$ cat src/rtl/aes_uart_pkg.sv
// Shared constants, tx state encoding and baud helper for the AES UART block transmitter.
// Optional feature macro: AES_TX_PARITY_EN adds an even-parity bit to every frame.
package aes_uart_pkg;

  localparam int unsigned CLK_FREQ_DEF = 50_000_000;
  localparam int unsigned BAUDRATE_DEF = 115_200;
  localparam int unsigned BLOCK_BYTES  = 16;
  localparam int unsigned BYTE_W       = 8;
  localparam int unsigned BLOCK_W      = BLOCK_BYTES * BYTE_W;

  typedef enum logic [2:0] {
    IDLE   = 3'd0,
    START  = 3'd1,
    DATA   = 3'd2,
`ifdef AES_TX_PARITY_EN
    PARITY = 3'd3,
`endif
    STOP   = 3'd4
  } tx_state_e;

  // Clocks per UART bit for a given system clock and bit rate.
  function automatic int unsigned bit_period_clks(input int unsigned clk_freq,
                                                  input int unsigned baudrate);
    return clk_freq / baudrate;
  endfunction

endpackage

$ cat src/rtl/uart_tx_byte.sv
// Single-byte UART serializer: start, 8 data bits LSB first, optional even parity, stop.
// Optional feature macro: AES_TX_PARITY_EN inserts the PARITY bit.
// byte_ready_o is high in IDLE and in the last cycle of STOP, so a byte offered
// there starts the next frame with no idle gap.
module uart_tx_byte
  import aes_uart_pkg::*;
#(
  parameter int unsigned BIT_PERIOD_CLKS = 434
) (
  input  logic              clk,
  input  logic              reset,
  input  logic [BYTE_W-1:0] byte_i,
  input  logic              byte_valid_i,
  output logic              byte_ready_o,
  output logic              byte_done_o,
  output logic              tx_o
);

  localparam int unsigned       BAUD_W    = (BIT_PERIOD_CLKS > 1) ? $clog2(BIT_PERIOD_CLKS) : 1;
  localparam logic [BAUD_W-1:0] BAUD_LAST = BAUD_W'(BIT_PERIOD_CLKS - 1);

  tx_state_e         state_q, state_d;
  logic [BAUD_W-1:0] baud_q, baud_d;
  logic [2:0]        bit_q, bit_d;
  logic [BYTE_W-1:0] data_q, data_d;
  logic              tx_q, tx_d;
  logic              ready_q, ready_d;
  logic              done_q, done_d;
  logic              bit_end_c;

  assign bit_end_c    = (baud_q == BAUD_LAST);
  assign byte_ready_o = ready_q;
  assign byte_done_o  = done_q;
  assign tx_o         = tx_q;

  // State, counters and registered outputs.
  always_ff @(posedge clk or negedge reset) begin
    if (!reset) begin
      state_q <= IDLE;
      baud_q  <= '0;
      bit_q   <= '0;
      data_q  <= '0;
      tx_q    <= 1'b1;
      ready_q <= 1'b1;
      done_q  <= 1'b0;
    end else begin
      state_q <= state_d;
      baud_q  <= baud_d;
      bit_q   <= bit_d;
      data_q  <= data_d;
      tx_q    <= tx_d;
      ready_q <= ready_d;
      done_q  <= done_d;
    end
  end

  // Next-state, bit timing, and line level derived from the next state.
  always_comb begin
    state_d = state_q;
    baud_d  = baud_q;
    bit_d   = bit_q;
    data_d  = data_q;
    done_d  = 1'b0;
    tx_d    = 1'b1;

    if (state_q != IDLE) begin
      baud_d = bit_end_c ? '0 : baud_q + BAUD_W'(1);
    end

    case (state_q)
      IDLE: begin
        if (byte_valid_i) begin
          state_d = START;
          baud_d  = '0;
          data_d  = byte_i;
        end
      end
      START: begin
        if (bit_end_c) begin
          state_d = DATA;
          bit_d   = '0;
        end
      end
      DATA: begin
        if (bit_end_c) begin
          bit_d = bit_q + 3'd1;
          if (bit_q == 3'd7) begin
`ifdef AES_TX_PARITY_EN
            state_d = PARITY;
`else
            state_d = STOP;
`endif
          end
        end
      end
`ifdef AES_TX_PARITY_EN
      PARITY: begin
        if (bit_end_c) begin
          state_d = STOP;
        end
      end
`endif
      STOP: begin
        if (bit_end_c) begin
          done_d = 1'b1;
          if (byte_valid_i) begin
            state_d = START;
            data_d  = byte_i;
          end else begin
            state_d = IDLE;
          end
        end
      end
      default: state_d = IDLE;
    endcase

    case (state_d)
      START:   tx_d = 1'b0;
      DATA:    tx_d = data_d[bit_d];
`ifdef AES_TX_PARITY_EN
      PARITY:  tx_d = ^data_d;
`endif
      default: tx_d = 1'b1;
    endcase

    ready_d = (state_d == IDLE) || ((state_d == STOP) && (baud_d == BAUD_LAST));
  end

endmodule

$ cat src/rtl/aes_block_uart_tx.sv
// 16-byte AES block UART transmitter: latches a block, streams it MSB byte first
// through uart_tx_byte with no inter-byte gap, and pulses done after the last stop bit.
// Optional feature macro: AES_TX_PARITY_EN (even parity per frame, handled in uart_tx_byte).
module aes_block_uart_tx
  import aes_uart_pkg::*;
#(
  parameter int unsigned CLK_FREQ        = CLK_FREQ_DEF,
  parameter int unsigned BAUDRATE        = BAUDRATE_DEF,
  parameter int unsigned BIT_PERIOD_CLKS = bit_period_clks(CLK_FREQ, BAUDRATE)
) (
  input  logic               clk,
  input  logic               reset,
  input  logic [BLOCK_W-1:0] in_block,
  input  logic               in_valid,
  output logic               in_ready,
  output logic               tx,
  output logic               busy,
  output logic               done
);

  localparam int unsigned      CNT_W     = $clog2(BLOCK_BYTES);
  localparam logic [CNT_W-1:0] LAST_BYTE = CNT_W'(BLOCK_BYTES - 1);

  logic [BLOCK_W-1:0] sreg_q, sreg_d;
  logic [CNT_W-1:0]   byte_cnt_q, byte_cnt_d;
  logic               busy_q, busy_d;
  logic               in_ready_q, in_ready_d;
  logic               done_q, done_d;

  logic [BYTE_W-1:0]  byte_c;
  logic               byte_valid_c;
  logic               byte_ready;
  logic               byte_done;

  assign in_ready = in_ready_q;
  assign busy     = busy_q;
  assign done     = done_q;

  uart_tx_byte #(
    .BIT_PERIOD_CLKS(BIT_PERIOD_CLKS)
  ) u_byte (
    .clk         (clk),
    .reset       (reset),
    .byte_i      (byte_c),
    .byte_valid_i(byte_valid_c),
    .byte_ready_o(byte_ready),
    .byte_done_o (byte_done),
    .tx_o        (tx)
  );

  // Block shift register, byte counter and handshake flags.
  always_ff @(posedge clk or negedge reset) begin
    if (!reset) begin
      sreg_q     <= '0;
      byte_cnt_q <= '0;
      busy_q     <= 1'b0;
      in_ready_q <= 1'b1;
      done_q     <= 1'b0;
    end else begin
      sreg_q     <= sreg_d;
      byte_cnt_q <= byte_cnt_d;
      busy_q     <= busy_d;
      in_ready_q <= in_ready_d;
      done_q     <= done_d;
    end
  end

  // Sequencer: byte 0 comes straight from in_block on accept; later bytes are offered
  // from sreg_q[119:112] at each stop-bit end, and the register shifts once that byte is taken.
  always_comb begin
    sreg_d       = sreg_q;
    byte_cnt_d   = byte_cnt_q;
    busy_d       = busy_q;
    done_d       = 1'b0;
    byte_c       = sreg_q[BLOCK_W-BYTE_W-1 -: BYTE_W];
    byte_valid_c = 1'b0;

    if (!busy_q) begin
      byte_c       = in_block[BLOCK_W-1 -: BYTE_W];
      byte_valid_c = in_valid;
      if (in_valid && byte_ready) begin
        busy_d     = 1'b1;
        sreg_d     = in_block;
        byte_cnt_d = '0;
      end
    end else begin
      byte_valid_c = (byte_cnt_q != LAST_BYTE);
      if (byte_ready && (byte_cnt_q == LAST_BYTE)) begin
        busy_d = 1'b0;
        done_d = 1'b1;
      end
      if (byte_done) begin
        sreg_d     = sreg_q << BYTE_W;
        byte_cnt_d = byte_cnt_q + CNT_W'(1);
      end
    end

    in_ready_d = !busy_d;
  end

endmodule

$ cat config.mk
export PLATFORM = sky130hd
export DESIGN_NAME = aes_block_uart_tx
export DESIGN_NICKNAME = d
export VERILOG_FILES = /design/src/rtl/aes_uart_pkg.sv /design/src/rtl/uart_tx_byte.sv /design/src/rtl/aes_block_uart_tx.sv
export SDC_FILE = /design/constraint.sdc
export NUM_CORES = 1
export LEC_CHECK = 0
export BUFFER_PORTS_ARGS = -buffer_cell sky130_fd_sc_hd__buf_2
export CORE_MARGIN = 3
export CORE_UTILIZATION = 40
export DETAILED_ROUTE_END_ITERATION = 12
export PLACE_DENSITY_LB_ADDON = 0.25
export SLEW_MARGIN = 30
export SYNTH_ARGS = -nofsm -noshare
export SYNTH_HDL_FRONTEND = slang
export SYNTH_SLANG_ARGS = --single-unit
$ cat constraint.sdc
create_clock -name clk -period 5.7 [get_ports clk]
set_input_delay 1.14 -clock clk [delete_from_list [all_inputs] [get_ports clk]]
set_output_delay 1.14 -clock clk [all_outputs]
set_load 0.05 [all_outputs]
# After elaboration in Yosys (flattened, before gate mapping)
# Index checks and enable logic that the tools add are counted.
dict set report classes {
  n_reduce_logical 10
  eq_ne 12
  muxes 35
  magnitude_cmp 1
  add_sub_neg 3
}
# op n
set op_table {}
lappend op_table {{$mux W120} 3}
lappend op_table {{$mux W9} 4}
lappend op_table {{$mux W8} 3}
lappend op_table {{$mux W3} 7}
lappend op_table {{$eq A9 B9 Y1 const B} 2}
lappend op_table {{$pmux W8 S2} 1}
lappend op_table {{$mux W4} 3}
lappend op_table {{$pmux W3 S4} 1}
lappend op_table {{$mux W1} 10}
lappend op_table {{$add A9 B1 Y9 const B} 1}
lappend op_table {{$eq A3 B3 Y1 const B} 3}
lappend op_table {{$eq A3 B1 Y1 const B} 2}
lappend op_table {{$eq A3 B2 Y1 const B} 2}
lappend op_table {{$logic_not A3 Y1} 2}
lappend op_table {{$pmux W3 S2} 1}
lappend op_table {{$add A4 B1 Y4 const B} 1}
lappend op_table {{$eq A4 B4 Y1 const B} 1}
lappend op_table {{$lt A3 B4 Y1 const B} 1}
lappend op_table {{$ne A4 B4 Y1 const B} 1}
lappend op_table {{$add A3 B1 Y3 const B} 1}
lappend op_table {{$bmux W1 S3} 1}
lappend op_table {{$logic_and A1 B1 Y1} 3}
lappend op_table {{$reduce_bool A3 Y1} 1}
lappend op_table {{$ne A2 B1 Y1 const B} 1}
lappend op_table {{other kinds (5)} 5}
dict set report word_totals {
  output_inout_bits 4
  elab_cells 73
  reg_bits 153
}

# Logic depth before layout (Yosys ltp)
dict set report depth {
  word_depth 8
  mapped_depth 13
}

# Modules after synthesis
# A second synthesis with hierarchy kept.
dict set report unflattened {
  hier_cells 731
  hier_area_um2 7579.8
}
# mod area_each_um2 n_inst cells_each seq_area_each_um2
set by_module_without_submodules {}
lappend by_module_without_submodules {aes_block_uart_tx 6025.8 1 572 3179.3}
lappend by_module_without_submodules {uart_tx_byte 1554.0 1 159 653.1}

# Worst setup path before layout
# OpenSTA, ideal clock, no wires.
dict set report synth_timing {
  kind {input to register}
  startpoint {input in_valid}
  endpoint {register sreg_q[37]}
  n_path_buf 4
  t_required_ps 5617
  stages 8
  setup_slack_ps 3234
  arrival_ps 2383
  path_cell_list {and3_1 > a21oi_1 > buf_2 > buf_2 > buf_2 > clkbuf_1 > nand2_1 > o21ai_0}
}
dict set report synth_via {
  elab_chain_len 3
}
# element line_no
set synth_rtl {}
lappend synth_rtl {{start, declared} aes_block_uart_tx.sv:14} ;# input logic in_valid,
lappend synth_rtl {{$logic_and A1 B1 Y1} aes_block_uart_tx.sv:81} ;# if (in_valid && byte_ready) begin
lappend synth_rtl {{$reduce_bool A2 Y1 (no line)} --}
lappend synth_rtl {{$reduce_and A2 Y1 (no line)} --}
lappend synth_rtl {{end signal, assigned} aes_block_uart_tx.sv:60} ;# sreg_q <= sreg_d;
lappend synth_rtl {{end, declared} aes_block_uart_tx.sv:24} ;# logic [BLOCK_W-1:0] sreg_q, sreg_d;
# No other way between the ends.
# A chain may end at the register's enable or synchronous reset.

# Worst setup path in the final report
dict set report layout_timing {
  startpoint {register busy_q, in the netlist busy}
  endpoint {output busy}
}
# element line_no
set layout_lines {}
lappend layout_lines {{start, declared} aes_block_uart_tx.sv:26} ;# logic busy_q, busy_d;
lappend layout_lines {{start signal, assigned} aes_block_uart_tx.sv:62} ;# busy_q <= busy_d;
lappend layout_lines {{end, declared} aes_block_uart_tx.sv:17} ;# output logic busy,
# No word-level cell between the ends.

==> impl_metrics.csv <==
group,metric,value,unit
detailed_routing,viasPerCell,4.96,
die,die_w,141,um
detailed_routing,detail_route.wl_per_cell,15.2,um
critical_path,arrival,1.52,ns
timing,fmax,0.376,GHz
timing,setup_tns,0,ns
synth,yosys.area_share.simple,0.127,
global_routing,grt_max_degree,122,
synth,ys_ff_latch,153,
global_routing,overflow,0,
synth,syn_area_per_cell,10.3,sq um
synth,synth.top_cell.area_share,0.518,
final_layout,drive_above_1_share,0.224,
placement,place.gp.congestion,0.742,
clock_tree,cts_htree_levels,4,
clock_tree,post_cts_resized,0,
synth,synth_top_area_cell,"dfrtp_1",
clock_tree,cts.clk_slew.worst_paths,0.06,ns
final_layout,syn2layout_area_growth,19.9,%
critical_path,crit_required,4.56,ns
placement,io_buffers,134,
detailed_routing,via_count,5249,
timing,finalCritPeriodShare,0.467,
synth,synth_cell_types,52,
timing,slew_viol_final,0,
timing,relSlewSlack,0.501,
final_layout,fin_area,8690,sq um
clock_tree,cts.sinks,153,
die,core_area,17500,sq um
critical_path,path_max_fanout,32,
final_layout,fin_nets,957,
synth,synth-xor-area-share,0.00966,
critical_path,path_cells,"buf_2",
clock_tree,cts_tree,"yes",
synth,synthTopCellsByArea,"dfrtp_1 (52%), mux2i_1 (17%), o21ai_0 (8.1%)",
power_and_ir_drop,leakagePower,4.68,nW
synth,muxShareOfSynthArea,0.176,
clock_tree,insertion_delay,0.41,ns
synth,yosysMostFrequentCell,"dfrtp_1",
timing,finClkSkew,0.00660,ns
synth,yosys_warnings,0,
detailed_routing,drtIter0Drc,258,
job,drv_cap,0,
synth,async_reset_ff_frac,1.00,
timing,tightest_slew,0.749,ns
power_and_ir_drop,vdd_drop_max,0.214,mV
synth,synthFlopType,"dfrtp_1",
clock_tree,hold_buffers,0,
detailed_routing,totalWireLength,16100,um
run_status,status,"finished, final reports clean",
timing,hold_violations,0,
clock_tree,cts_buffer_depth,2,
detailed_routing,firstDrtPassIters,4,
critical_path,slowest_delay,0.75,ns
critical_path,cp_slowest_cell,"dfrtp_4",
critical_path,crit_buf_inv,1,
critical_path,cp-start-kind,"flip-flop",
placement,place_area,8070,sq um
hold_path,hp-class,"reg2reg",
power_and_ir_drop,finalPower,3.91,mW
clock_tree,cts_setup_buffers,0,
detailed_routing,ant_nets,0,
timing,fin_crit,2.66,ns
die,initial_utilization,0.414,
timing,finalSetupViolations,0,
global_routing,antenna_found_initial,3,
global_routing,grt_pass1_vias,5343,
synth,synth_commonest_cells,"dfrtp_1 (150), nand2_1 (139), mux2i_1 (124)",
synth,synth_enable_flop_cells,0,
critical_path,crit_family,"flip-flops",
synth,yosysSeqAreaShare,0.528,
synth,synth_compound_area_frac,0.111,
die,rows,48,
synth,synth_fa_ha_area_frac,0.0104,
global_routing,grt_pass1_wl,26600,um
critical_path,critPathKind,"reg2out",
clock_tree,root_buffer,"clkbuf_16",
synth,synth_nets,844,
synth,synthCells,707,
synth,synth_top_family_by_area,"multiplexers",
die,die_h,141,um
die,dieArea,19800,sq um
timing,rsz0062_at_grt,"no",
synth,netlist_area,7250,sq um
global_routing,grt_usage,0.167,
clock_tree,cts_buffers,17,
critical_path,end_kind,"output pin",
die,ios,135,
detailed_routing,drc,0,
placement,hpwl,11000,um
power_and_ir_drop,power.density,450,nW/um^2
power by group:
part / switching [mW] / internal, mW / leakage, nW
registers: 0.285 / 1.53 / 1.95
logic: 0.484 / 0.467 / 2.44
clock network: 0.428 / 0.713 / 0.289
total: 1.20 / 2.71 / 4.68
state kept, by name (all words and copies together) (netlist names):
name and count:
sreg_q 120, u_byte.baud_q 9, u_byte.data_q 8, byte_cnt_q 4
u_byte.bit_q 3, u_byte.state_q 3, busy 1, done 1
in_ready 1, u_byte.byte_done_o 1, u_byte.byte_ready_o 1, u_byte.tx_o 1
metrics by stage:
stage	utilization	setup WS, ns	instances	hold WS, ns
after floorplan	-	3.23	707	0.450
after global placement	0.460	2.57	1025	0.461
after detailed placement	0.460	2.50	1025	0.470
after CTS	0.494	2.88	1057	0.483
after global routing	0.496	2.86	1058	0.495
final	0.496	3.04	1059	0.477
cell families after synthesis:
group           after synthesis
simple gates                206
compound gates              148
fa+ha+maj                     6
xor+xnor                      8
mux                         127
flops                       153
buf+inv                      59
cells in the final DEF (no fill, tap or decap), types with 5 or more instances in the layout:
master / Yosys / final
a21oi_1: 9 / 8
a31oi_1: 6 / 6
buf_2: 20 / 133
buf_4: 2 / 6
clkbuf_1: 23 / 6
clkbuf_16: 0 / 17
dfrtp_1: 150 / 149
ha_1: 6 / 6
inv_1: 10 / 10
mux2i_1: 124 / 124
nand2_1: 139 / 139
nand3_1: 17 / 17
nor2_1: 21 / 21
o21ai_0: 117 / 117
xor2_1: 5 / 5
path summary, 6_finish.rpt:
path / start / endpoint / slack [ns] / depth (start not counted)
worst min-delay path: sreg_q[41]$_DFFE_PN0P_ / sreg_q[41]$_DFFE_PN0P_ / 0.48 / 2
worst min register to register: sreg_q[41]$_DFFE_PN0P_ / sreg_q[41]$_DFFE_PN0P_ / 0.48 / 2
worst max register to register: busy$_DFF_PN0_ / sreg_q[49]$_DFFE_PN0P_ / 3.13 / 6
min in group asynchronous: reset / u_byte.data_q[3]$_DFF_PN0_ / 0.72 / 1
worst max-delay path: busy$_DFF_PN0_ / busy / 3.04 / 1
max in group asynchronous: reset / sreg_q[41]$_DFFE_PN0P_ / 3.92 / 2
final cells by class:
| cell class | count | area, sq um |
|---|---|---|
| diodes | 1 | 2.50 |
| flip-flops and latches | 153 | 3840 |
| repair buffers | 143 | 781 |
| fillers | 1643 | 8840 |
| multi-input cells | 495 | 3160 |
| clock inverters | 7 | 118 |
| inverters | 10 | 37.5 |
| clock buffers | 25 | 475 |
| well taps | 225 | 282 |
metal layers:
layer  global-route usage  share of wire  up-vias
li1                     -              -     2673
met1                0.230           0.48     2451
met2                0.258           0.45      106
met3               0.0546          0.056       13
met4               0.0393         0.0074        6
met5                    0         0.0025        -
(Power assumes the default switching activity.)
